`config.mk`:
```
export PLATFORM = sky130hd
export DESIGN_NAME = wb_stage
export DESIGN_NICKNAME = d
export VERILOG_FILES = /design/src/rtl/wb_stage.sv
export SDC_FILE = /design/constraint.sdc
export NUM_CORES = 1
export LEC_CHECK = 0
export BUFFER_PORTS_ARGS = -buffer_cell sky130_fd_sc_hd__buf_2
export CORE_AREA = 2 2 114 116
export CTS_BUF_LIST = sky130_fd_sc_hd__clkbuf_4 sky130_fd_sc_hd__clkbuf_8 sky130_fd_sc_hd__clkbuf_16
export DETAILED_ROUTE_END_ITERATION = 6
export DIE_AREA = 0 0 116 118
export GPL_ROUTABILITY_DRIVEN = 0
export PLACE_DENSITY = 0.55
export SLEW_MARGIN = 10
export SYNTH_ARGS = -nofsm -noshare
export SYNTH_HDL_FRONTEND = slang
export SYNTH_SLANG_ARGS = --single-unit
```
`constraint.sdc`:
```
create_clock -name clock -period 4.5 [get_ports clock]
set_input_delay 0.9 -clock clock [delete_from_list [all_inputs] [get_ports clock]]
set_output_delay 0.9 -clock clock [all_outputs]
set_load 0.005 [all_outputs]
```
`src/rtl/wb_stage.sv`:
```
// RV32I writeback stage: arbitrates ALU results against load responses, formats
// load data, drives the register-file write port and tracks pending loads.
module wb_stage #(
  parameter int unsigned STARVE_MAX = 4
) (
  input  logic        clock,
  input  logic        reset,
  input  logic        alu_valid,
  input  logic [4:0]  alu_rd,
  input  logic [31:0] alu_data,
  output logic        wb_stall,
  input  logic        ld_valid,
  output logic        ld_ready,
  input  logic [4:0]  ld_rd,
  input  logic [31:0] ld_data,
  input  logic [2:0]  ld_funct3,
  input  logic [1:0]  ld_addr_lo,
  input  logic        issue_valid,
  input  logic [4:0]  issue_rd,
  input  logic [4:0]  rs1_query,
  input  logic [4:0]  rs2_query,
  output logic        load_hazard,
  output logic [4:0]  rd_addr,
  output logic [31:0] rd_data,
  output logic        reg_write
);

  localparam logic [3:0] SMAX = 4'(STARVE_MAX);

  typedef struct packed {
    logic        vld;
    logic [4:0]  rd;
    logic [31:0] data;
  } wb_req_t;

  logic [3:0]  starve_cnt;
  logic [31:0] sb, sb_set, sb_clr, sb_nxt;
  logic        force_ld;
  logic [31:0] ld_fmt;
  wb_req_t     sel;

  function automatic logic [31:0] fmt_load(input logic [31:0] w, input logic [2:0] f3,
                                           input logic [1:0] lo);
    logic [7:0]  b;
    logic [15:0] h;
    case (lo)
      2'd0:    b = w[7:0];
      2'd1:    b = w[15:8];
      2'd2:    b = w[23:16];
      default: b = w[31:24];
    endcase
    h = lo[1] ? w[31:16] : w[15:0];
    case (f3)
      3'b000:  return {{24{b[7]}}, b};
      3'b001:  return {{16{h[15]}}, h};
      3'b100:  return {24'd0, b};
      3'b101:  return {16'd0, h};
      default: return w;
    endcase
  endfunction

  // A starved load preempts the ALU, which is the only time execute is held.
  assign force_ld = ld_valid && (starve_cnt == SMAX);
  assign ld_ready = force_ld || (ld_valid && !alu_valid);
  assign wb_stall = force_ld && alu_valid;
  assign ld_fmt   = fmt_load(ld_data, ld_funct3, ld_addr_lo);

  always_comb begin
    sel = '0;
    if (ld_ready)       sel = '{vld: 1'b1, rd: ld_rd,  data: ld_fmt};
    else if (alu_valid) sel = '{vld: 1'b1, rd: alu_rd, data: alu_data};
  end

  always_comb begin
    sb_set = '0;
    sb_clr = '0;
    if (issue_valid) sb_set[issue_rd] = 1'b1;
    if (ld_ready)    sb_clr[ld_rd]    = 1'b1;
    // Set is applied after clear so a same-cycle reissue keeps the bit pending.
    sb_nxt = ((sb & ~sb_clr) | sb_set) & ~32'h1;
  end

  assign load_hazard = sb[rs1_query] || sb[rs2_query];

  always_ff @(posedge clock or posedge reset) begin
    if (reset) begin
      starve_cnt <= '0;
      sb         <= '0;
      rd_addr    <= '0;
      rd_data    <= '0;
      reg_write  <= 1'b0;
    end else begin
      sb <= sb_nxt;
      if (!ld_valid || ld_ready)   starve_cnt <= '0;
      else if (starve_cnt != SMAX) starve_cnt <= starve_cnt + 4'd1;
      reg_write <= sel.vld && (sel.rd != 5'd0);
      if (sel.vld) begin
        rd_addr <= sel.rd;
        rd_data <= sel.data;
      end
    end
  end

endmodule

```
# Word-level counts from Yosys, hierarchy flattened
# Cells that the tools add are included.
[op_classes]
addsub = 1
magnitude_cmp = 6
eq_ne = 7
muxes = 17
bitwise_logic = 3
reduce_logical = 15
[op_table]
columns = ["op", "count"]
rows = [
  ["32-bit case mux with 4 select lines", 1],
  ["38-bit 2-to-1 mux", 2],
  ["32-bit 2-to-1 mux", 2],
  ["32-bit AND", 1],
  ["32-bit inverter", 1],
  ["32-bit bitwise OR", 1],
  ["5-bit by 6-bit < comparator with 1-bit output, second input constant", 4],
  ["8-bit case mux with 3 select lines", 1],
  ["16-bit 2-to-1 mux", 1],
  ["1-bit binary-select mux with 5-bit select", 2],
  ["1-bit demux with 5-bit select", 2],
  ["5-bit by 1-bit greater-or-equal comparator with 1-bit output, second input constant", 2],
  ["4-bit 2-to-1 mux", 2],
  ["3-bit == test, second input constant", 2],
  ["1-bit logical AND", 6],
  ["5-bit nonzero test", 1],
  ["4-bit by 1-bit adder with 4-bit output, second input constant", 1],
  ["4-bit by 3-bit == test with 1-bit output, second input constant", 1],
  ["1-bit 2-to-1 mux", 4],
  ["4-bit by 3-bit != test with 1-bit output, second input constant", 1],
  ["3-bit by 1-bit == test with 1-bit output, second input constant", 1],
  ["3-bit zero test", 1],
  ["1-bit logical OR", 3],
  ["2-bit by 1-bit == test with 1-bit output, second input constant", 1],
  ["4 further kinds", 5],
]
[word_totals]
reg_bits = 73
in_bits = 99
output_inout_bits = 41
word_cells = 54

# Depth between registers and ports, before layout
# Gate-level depths: netlist of the first run.
[logic_depth]
ltp_word = 8
mapped_depth = 9
mapped_depth_nobuf = 8

# Least setup slack after synthesis of the first run
# OpenSTA, ideal clock, no wires.
[synth_timing]
path_type = "in2out"
from = "input rs1_query[0]"
to = "output load_hazard"
arrival_time_ns = 2.233
t_required_ns = 3.600
slack_ns = 1.367
stages = 6
path_buffers = 1
path_cell_list = "buf_2 -> mux4_2 -> mux2_2 -> a21oi_1 -> a41o_1 -> nand4_1"
[synth_via]
elab_chain_cells = 3
[synth_rtl]
columns = ["element", "line", "source"]
rows = [
  ["from (decl)", "20", "input logic [4:0] rs1_query,"],
  ["1-bit binary-select mux with 5-bit select", "83", "assign load_hazard = sb[rs1_query] || sb[rs2_query];"],
  ["1-bit 2-to-1 mux (not written as such)", "83", ""],
  ["1-bit logical OR", "83", ""],
  ["to (decl)", "22", "output logic load_hazard,"],
]
# Every way passes these cells. The select of a mux whose other input is x is not followed.

# Worst setup path in the final report of the first run
# Same ends and word-level chain as after synthesis.

==> flow_summary.yaml, run 1 <==
flow_run:
  maxCapViolations: 0
timing:
  fmax_mhz: 296
  hold_viol_final: 0
  finalSetupTns_ps: 0
  tightest_slew_ps: 891
  fin_crit_sh_pct: 75.2
  slew_violations: 0
  fin_worst_skew_ps: 5.35
  post-route-min-period_ps: 3380
  setup_viol: 0
  rsz0062_at_grt: "no"
  relSlewSlack_pct: 40.6
placed_design:
  place_area_um2: 5110
  dp_cells: 721
  place_hpwl_mm: 10.5
  portBuffers: 139
min_path:
  min_path_type: "flip-flop to flip-flop"
  min_path_cells: 1
critical_path:
  r2r_slack_ps: 2210
  critPathLaunch: "rs1_query[0]"
  path_max_fanout: 9
  required_ps: 3600
  cp-endpoint: "load_hazard"
  cpMostUsedCell: "buf_2"
  max_stage_delay_ps: 550
  critical-path-slowest-cell: "mux4_2"
  reg2reg_depth: 9
  r2r-start: "starve_cnt[0]"
  worstSetupStartpointType: "input port"
  crit_chain: "buf_2 > mux4_2 > mux2_2 > a21oi_1 > a41o_1 > nand4_1 > buf_2"
  critical_path_depth: 7
  critical_path.top_delay_family: "multiplexers"
  cp.arrival_ps: 2480
  worstSetupPathType: "input port to primary output"
  critical_path_buf_inv_count: 2
  r2r_end: "sb[3]"
  endpoint_kind: "primary output"
detailed_routing:
  drtIter0Drc: 267
  post_drt_wl_per_cell_um: 19.0
  drt_first_pass_iters: 7
  vias: 4168
  wl_mm: 14.0
  ant_nets: 0
  drc: 0
  routed_via_density: 5.66
floorplanning:
  start_util_pct: 34.7
  dieWidth_um: 116
  die_area_um2: 13700
  coreArea_um2: 12400
  die_h_um: 118
  ioPinCount: 140
  row_count: 41
logic_synthesis:
  ys_types: 55
  synthFlopType: "dfrtp_1"
  synth_simple_gate_area_share_pct: 14.1
  synth_compound_area_share_pct: 27.9
  synth_top_family_by_area: "compound AO/OA/AOI/OAI gates"
  synth_fa_ha_area_share_pct: 0.581
  synthArstFlopShare_pct: 100
  synth_mux_area_share_pct: 9.32
  synth_edf_count: 0
  syn_area_um2: 4310
  syn_inst: 440
  synth.avg_cell_area_um2: 9.79
  yosysSeqAreaShare_pct: 42.4
  ys_ff_latch: 73
  synth-xor-area-share_pct: 0.407
  ys_warn_count: 0
  syn_nets: 541
global_route:
  grt_pass1_vias: 4249
  overflow: 0
  antenna_found_initial: 3
  grt_usage_pct: 21.4
  grt_pass1_wl_mm: 22.7
  grt_max_degree: 44
clock_tree:
  cts_num_sinks: 73
  root_buffer: "clkbuf_16"
  cts_tree: "yes"
  clk_latency_ps: 340
  clockBufferDepth: 2
  cts_repair_resize_count: 0
  htree_num_levels: 3
  cts.clk_slew.worst_paths_ps: 50
  cts_setup_buffers: 0
  hold_buffers: 0
  cts_buffers: 9
status:
  status: "finished, final reports clean"
power_and_ir_drop:
  cellLeakagePower_nw: 2.45
  comb_power_share_pct: 21.6
  p_per_area_nw_per_um2: 371
  p_int_w: 0.00144
  power.switching_w: 0.000566
  p_seq_share_pct: 42.1
  p_sw_share_pct: 28.2
  peakVddDrop_v: 0.000152
  clockPowerShare_pct: 36.3
layout:
  nNetsFinal: 661
  design_area_um2: 5420
  diodes: 0
  syn2layout_area_growth_pct: 25.7
  final_cells: 737
  drive_above_1_share_pct: 33.6
[worst min-delay path by stage]
stage                             start       endpoint  slack, ps
after floorplan           starve_cnt[0]  starve_cnt[0]        450
after global placement      rd_data[14]    rd_data[14]        460
after detailed placement    rd_data[12]    rd_data[12]        460
after CTS                   rd_data[12]    rd_data[12]        480
after global routing        rd_data[12]    rd_data[12]        490
final                       rd_data[12]    rd_data[12]        470
[kinds of logic (layout without fill, tap and decap cells)]
group	Yosys count	in the layout
buffers and inverters	54	179
adders and majority gates	2	2
muxes	21	21
DFF	73	73
AOI/OAI and AO/OA	180	180
and+or+nand+nor	108	108
xor gates and xnor gates	2	2
[layout make-up]
class                      count  area, µm²
clock buffer                  13        262
clock inverter                 3       40.0
fill                        1267       7000
inverter                      18       67.6
multi-input combinational    313       2260
sequential                    73       1830
tap                          172        215
timing repair buffer         145        741
[flip-flops by register name (all words and copies together), names as in the netlist]
name	cells
rd_data	32
sb	31
rd_addr	5
starve_cnt	4
reg_write	1
[layout by cell type, fill, tap and decap left out, drive strengths merged, types with 3 or more instances in the layout]
master  count
buf       145
dfrtp      73
o21ai      60
a21oi      37
nand2      30
inv        18
nor2       17
a221o      16
a21o       15
mux4       15
nor3b      14
nor2b      13
clkbuf     13
a211oi     10
a221oi      9
a22oi       8
nand3b      8
o221ai      7
nand2b      6
a222oi      5
nand3       4
mux2i       3
mux2        3
or2         3
[power groups by stage]
| stage | Sequential [W] | Clock, W | Combinational [W] |
|---|---|---|---|
| 2_1_floorplan | 0.000826 | 0 | 0.000278 |
| 3_3_place_gp | 0.000853 | 0 | 0.000428 |
| 3_5_place_dp | 0.000855 | 0 | 0.000436 |
| 4_1_cts | 0.000846 | 0.000741 | 0.000436 |
| 5_1_grt | 0.000860 | 0.000769 | 0.000486 |
| 6_report | 0.000847 | 0.000729 | 0.000434 |
[stage by stage]
stage               util [%]  setup slack [ps]  total power [W]  hold slack (ps)
global placement        41.2              1140          0.00128              459
finish                  43.6              1120          0.00201              475
CTS                     43.6              1110          0.00202              479
detailed placement      41.2              1110          0.00129              460
global route            43.6              1020          0.00212              488
floorplan                  -              1370          0.00110              451
[Yosys cell counts, types with 2 or more instances]
library cell / instances / area share [%]
mux2i_1: 3 / 0.70
a211oi_1: 10 / 1.7
nand2_1: 30 / 2.6
a22oi_1: 8 / 1.4
clkbuf_1: 24 / 2.1
nand2b_1: 6 / 0.87
nand4_1: 2 / 0.29
or2_2: 2 / 0.29
o21ai_0: 58 / 6.7
inv_1: 18 / 1.6
and3_1: 2 / 0.29
a221oi_1: 9 / 1.8
nor3b_1: 14 / 2.4
nand3b_1: 8 / 1.4
nor2b_1: 13 / 1.9
a221o_1: 16 / 3.7
a2111oi_0: 2 / 0.41
o31ai_1: 2 / 0.35
a21oi_1: 35 / 4.1
mux2_2: 3 / 0.78
a21oi_2: 2 / 0.41
a222oi_1: 5 / 1.2
dfrtp_1: 73 / 42
o221ai_1: 7 / 1.4
nand3_1: 4 / 0.46
ha_1: 2 / 0.58
o41ai_1: 2 / 0.41
a21o_1: 15 / 2.6
nor3_1: 2 / 0.23
nor2_1: 17 / 1.5
mux4_2: 15 / 7.8
buf_2: 8 / 0.93
[metal layers]
layer,wire length [µm],global-route usage [%]
met5,13,0
met4,361,7.96
met3,1110,6.33
met2,6760,33.7
met1,5780,27.5
Power figures use the tool's default switching activity.
==> run 2, diff against run 1 <==
- PLACE_DENSITY: 0.55 -> 0.57
- clock period: 4.5 -> 2.7 ns (I/O delays scaled with it)
==> run 2 against run 1 <==
Compared with the run above: sequential power rose by 68%; register-to-register slack got worse by 1600 ps; combinational power grew 68%; largest cell class unchanged; sequential cell count did not move; utilization is 0.19 points higher; global-route usage down 0.84 points; worst hold slack worse by 190 ps; power rose by 60%; critical path type is now flip-flop to primary output; via count increased by 0.89%; sequential share of layout area down 0.15 points; count of clock-buffer cells in the layout is the same.
==> flow_summary.yaml, run 2 (same netlist as run 1, synthesis figures left out) <==
critical_path:
  cp-endpoint: "load_hazard"
  endpoint_kind: "primary output"
  required_ps: 2160
  critPathLaunch: "sb[31]"
  r2r_end: "sb[3]"
  r2r_slack_ps: 580
  reg2reg_depth: 8
  cp.arrival_ps: 2040
  worstSetupStartpointType: "flip-flop"
  worstSetupPathType: "flip-flop to primary output"
  path_max_fanout: 3
  r2r-start: "starve_cnt[0]"
clock_tree:
  root_buffer: "clkbuf_16"
  clockBufferDepth: 2
  cts_buffers: 9
  clk_latency_ps: 340
  cts_tree: "yes"
  cts_repair_resize_count: 0
  cts_setup_buffers: 0
  hold_buffers: 0
  htree_num_levels: 3
  cts.clk_slew.worst_paths_ps: 50
  cts_num_sinks: 73
timing:
  relSlewSlack_pct: 58.6
  post-route-min-period_ps: 2580
  slew_violations: 0
  fin_crit_sh_pct: 95.6
  finalSetupTns_ps: 0
  tightest_slew_ps: 621
  hold_viol_final: 0
  setup_viol: 0
  rsz0062_at_grt: "no"
  fin_worst_skew_ps: 4.31
  fmax_mhz: 387
detailed_routing:
  wl_mm: 13.8
  routed_via_density: 5.67
  post_drt_wl_per_cell_um: 18.6
  drc: 0
  vias: 4205
  drt_first_pass_iters: 7
  drtIter0Drc: 374
  ant_nets: 0
power_and_ir_drop:
  p_per_area_nw_per_um2: 592
  peakVddDrop_v: 0.000276
  p_seq_share_pct: 44.0
  p_int_w: 0.00230
  cellLeakagePower_nw: 2.46
  comb_power_share_pct: 22.7
  p_sw_share_pct: 28.7
  clockPowerShare_pct: 33.3
  power.switching_w: 0.000922
placed_design:
  portBuffers: 139
  place_hpwl_mm: 10.4
layout:
  multi_input_area_um2: 2260
  diodes: 0
  largest_register: "rd_data"
  fill_cells: 1250
  final_cell_mix: "buf_2 (139), dfrtp_1 (73), o21ai_0 (58), a21oi_1 (34), nand2_1 (30)"
  largest_register_ff_count: 32
  final_common_cell: "buf_2"
  final_util_pct: 43.8
  drive_above_1_share_pct: 34.2
  top_regs: "rd_data (32), sb (31), rd_addr (5)"
  syn2layout_area_growth_pct: 26.2
  nNetsFinal: 668
  ff_latch_area_um2: 1830
floorplanning:
  die_h_um: 118
  die_area_um2: 13700
  ioPinCount: 140
  start_util_pct: 34.7
  dieWidth_um: 116
  row_count: 41
  coreArea_um2: 12400
global_route:
  antenna_found_initial: 0
  grt_pass1_vias: 4090
  grt_pass1_wl_mm: 21.7
  grt_max_degree: 39
  overflow: 0
  grt_usage_pct: 20.5
status:
  status: "finished, final reports clean"
flow_run:
  maxCapViolations: 0
min_path:
  min_path_type: "input port to async pin"
run 2: layout make-up:
type,count,area share [%]
Multi-Input combinational cell,313,41.6
Inverter,18,1.24
Clock buffer,13,4.69
Timing Repair Buffer,152,14.8
Clock inverter,1,0.0920
Tap cell,172,3.96
Sequential cell,73,33.6
run 2: worst min-delay path by stage:
stage / to / slack, ps / depth (start not counted)
2_1_floorplan: starve_cnt[0] / 450 / 1
6_report: sb[22] / 280 / 2
5_1_grt: sb[22] / 330 / 2
4_1_cts: sb[22] / 300 / 2
3_3_place_gp: rd_data[13] / 460 / 1
3_5_place_dp: rd_data[12] / 460 / 1
run 2: metrics by stage:
step	hold WS [ps]	cells	power, W	area (µm²)	setup WS, ps
floorplan	451	440	0.00184	4310	287
global placement	456	728	0.00215	5180	140
detailed placement	465	728	0.00216	5180	127
CTS	301	742	0.00325	5440	121
global route	329	742	0.00339	5440	9.58
finish	283	742	0.00322	5440	118
run 2: power by group through the flow:
stage | clock network [W] | registers, W | logic [W]
finish | 0.00107 | 0.00142 | 0.000731
global placement | 0 | 0.00143 | 0.000718
floorplan | 0 | 0.00138 | 0.000463
global route | 0.00115 | 0.00144 | 0.000808
CTS | 0.00110 | 0.00141 | 0.000734
detailed placement | 0 | 0.00143 | 0.000733
run 2: worst max-delay path, stage by stage, from the launching register on:
cell      delay [ps]
dfrtp_1          410
mux4_2           470
mux2_2           280
a311oi_1         290
nand4_1          110
buf_2            150
run 2: routing by layer:
metal / GRT usage (%) / vias to the layer above / part of all wire [%]
met2: 32.6 / 220 / 48
met5: 0 / - / 0
li1: - / 1937 / -
met3: 5.41 / 23 / 8.5
met4: 7.14 / 0 / 2.0
met1: 26.9 / 2025 / 42
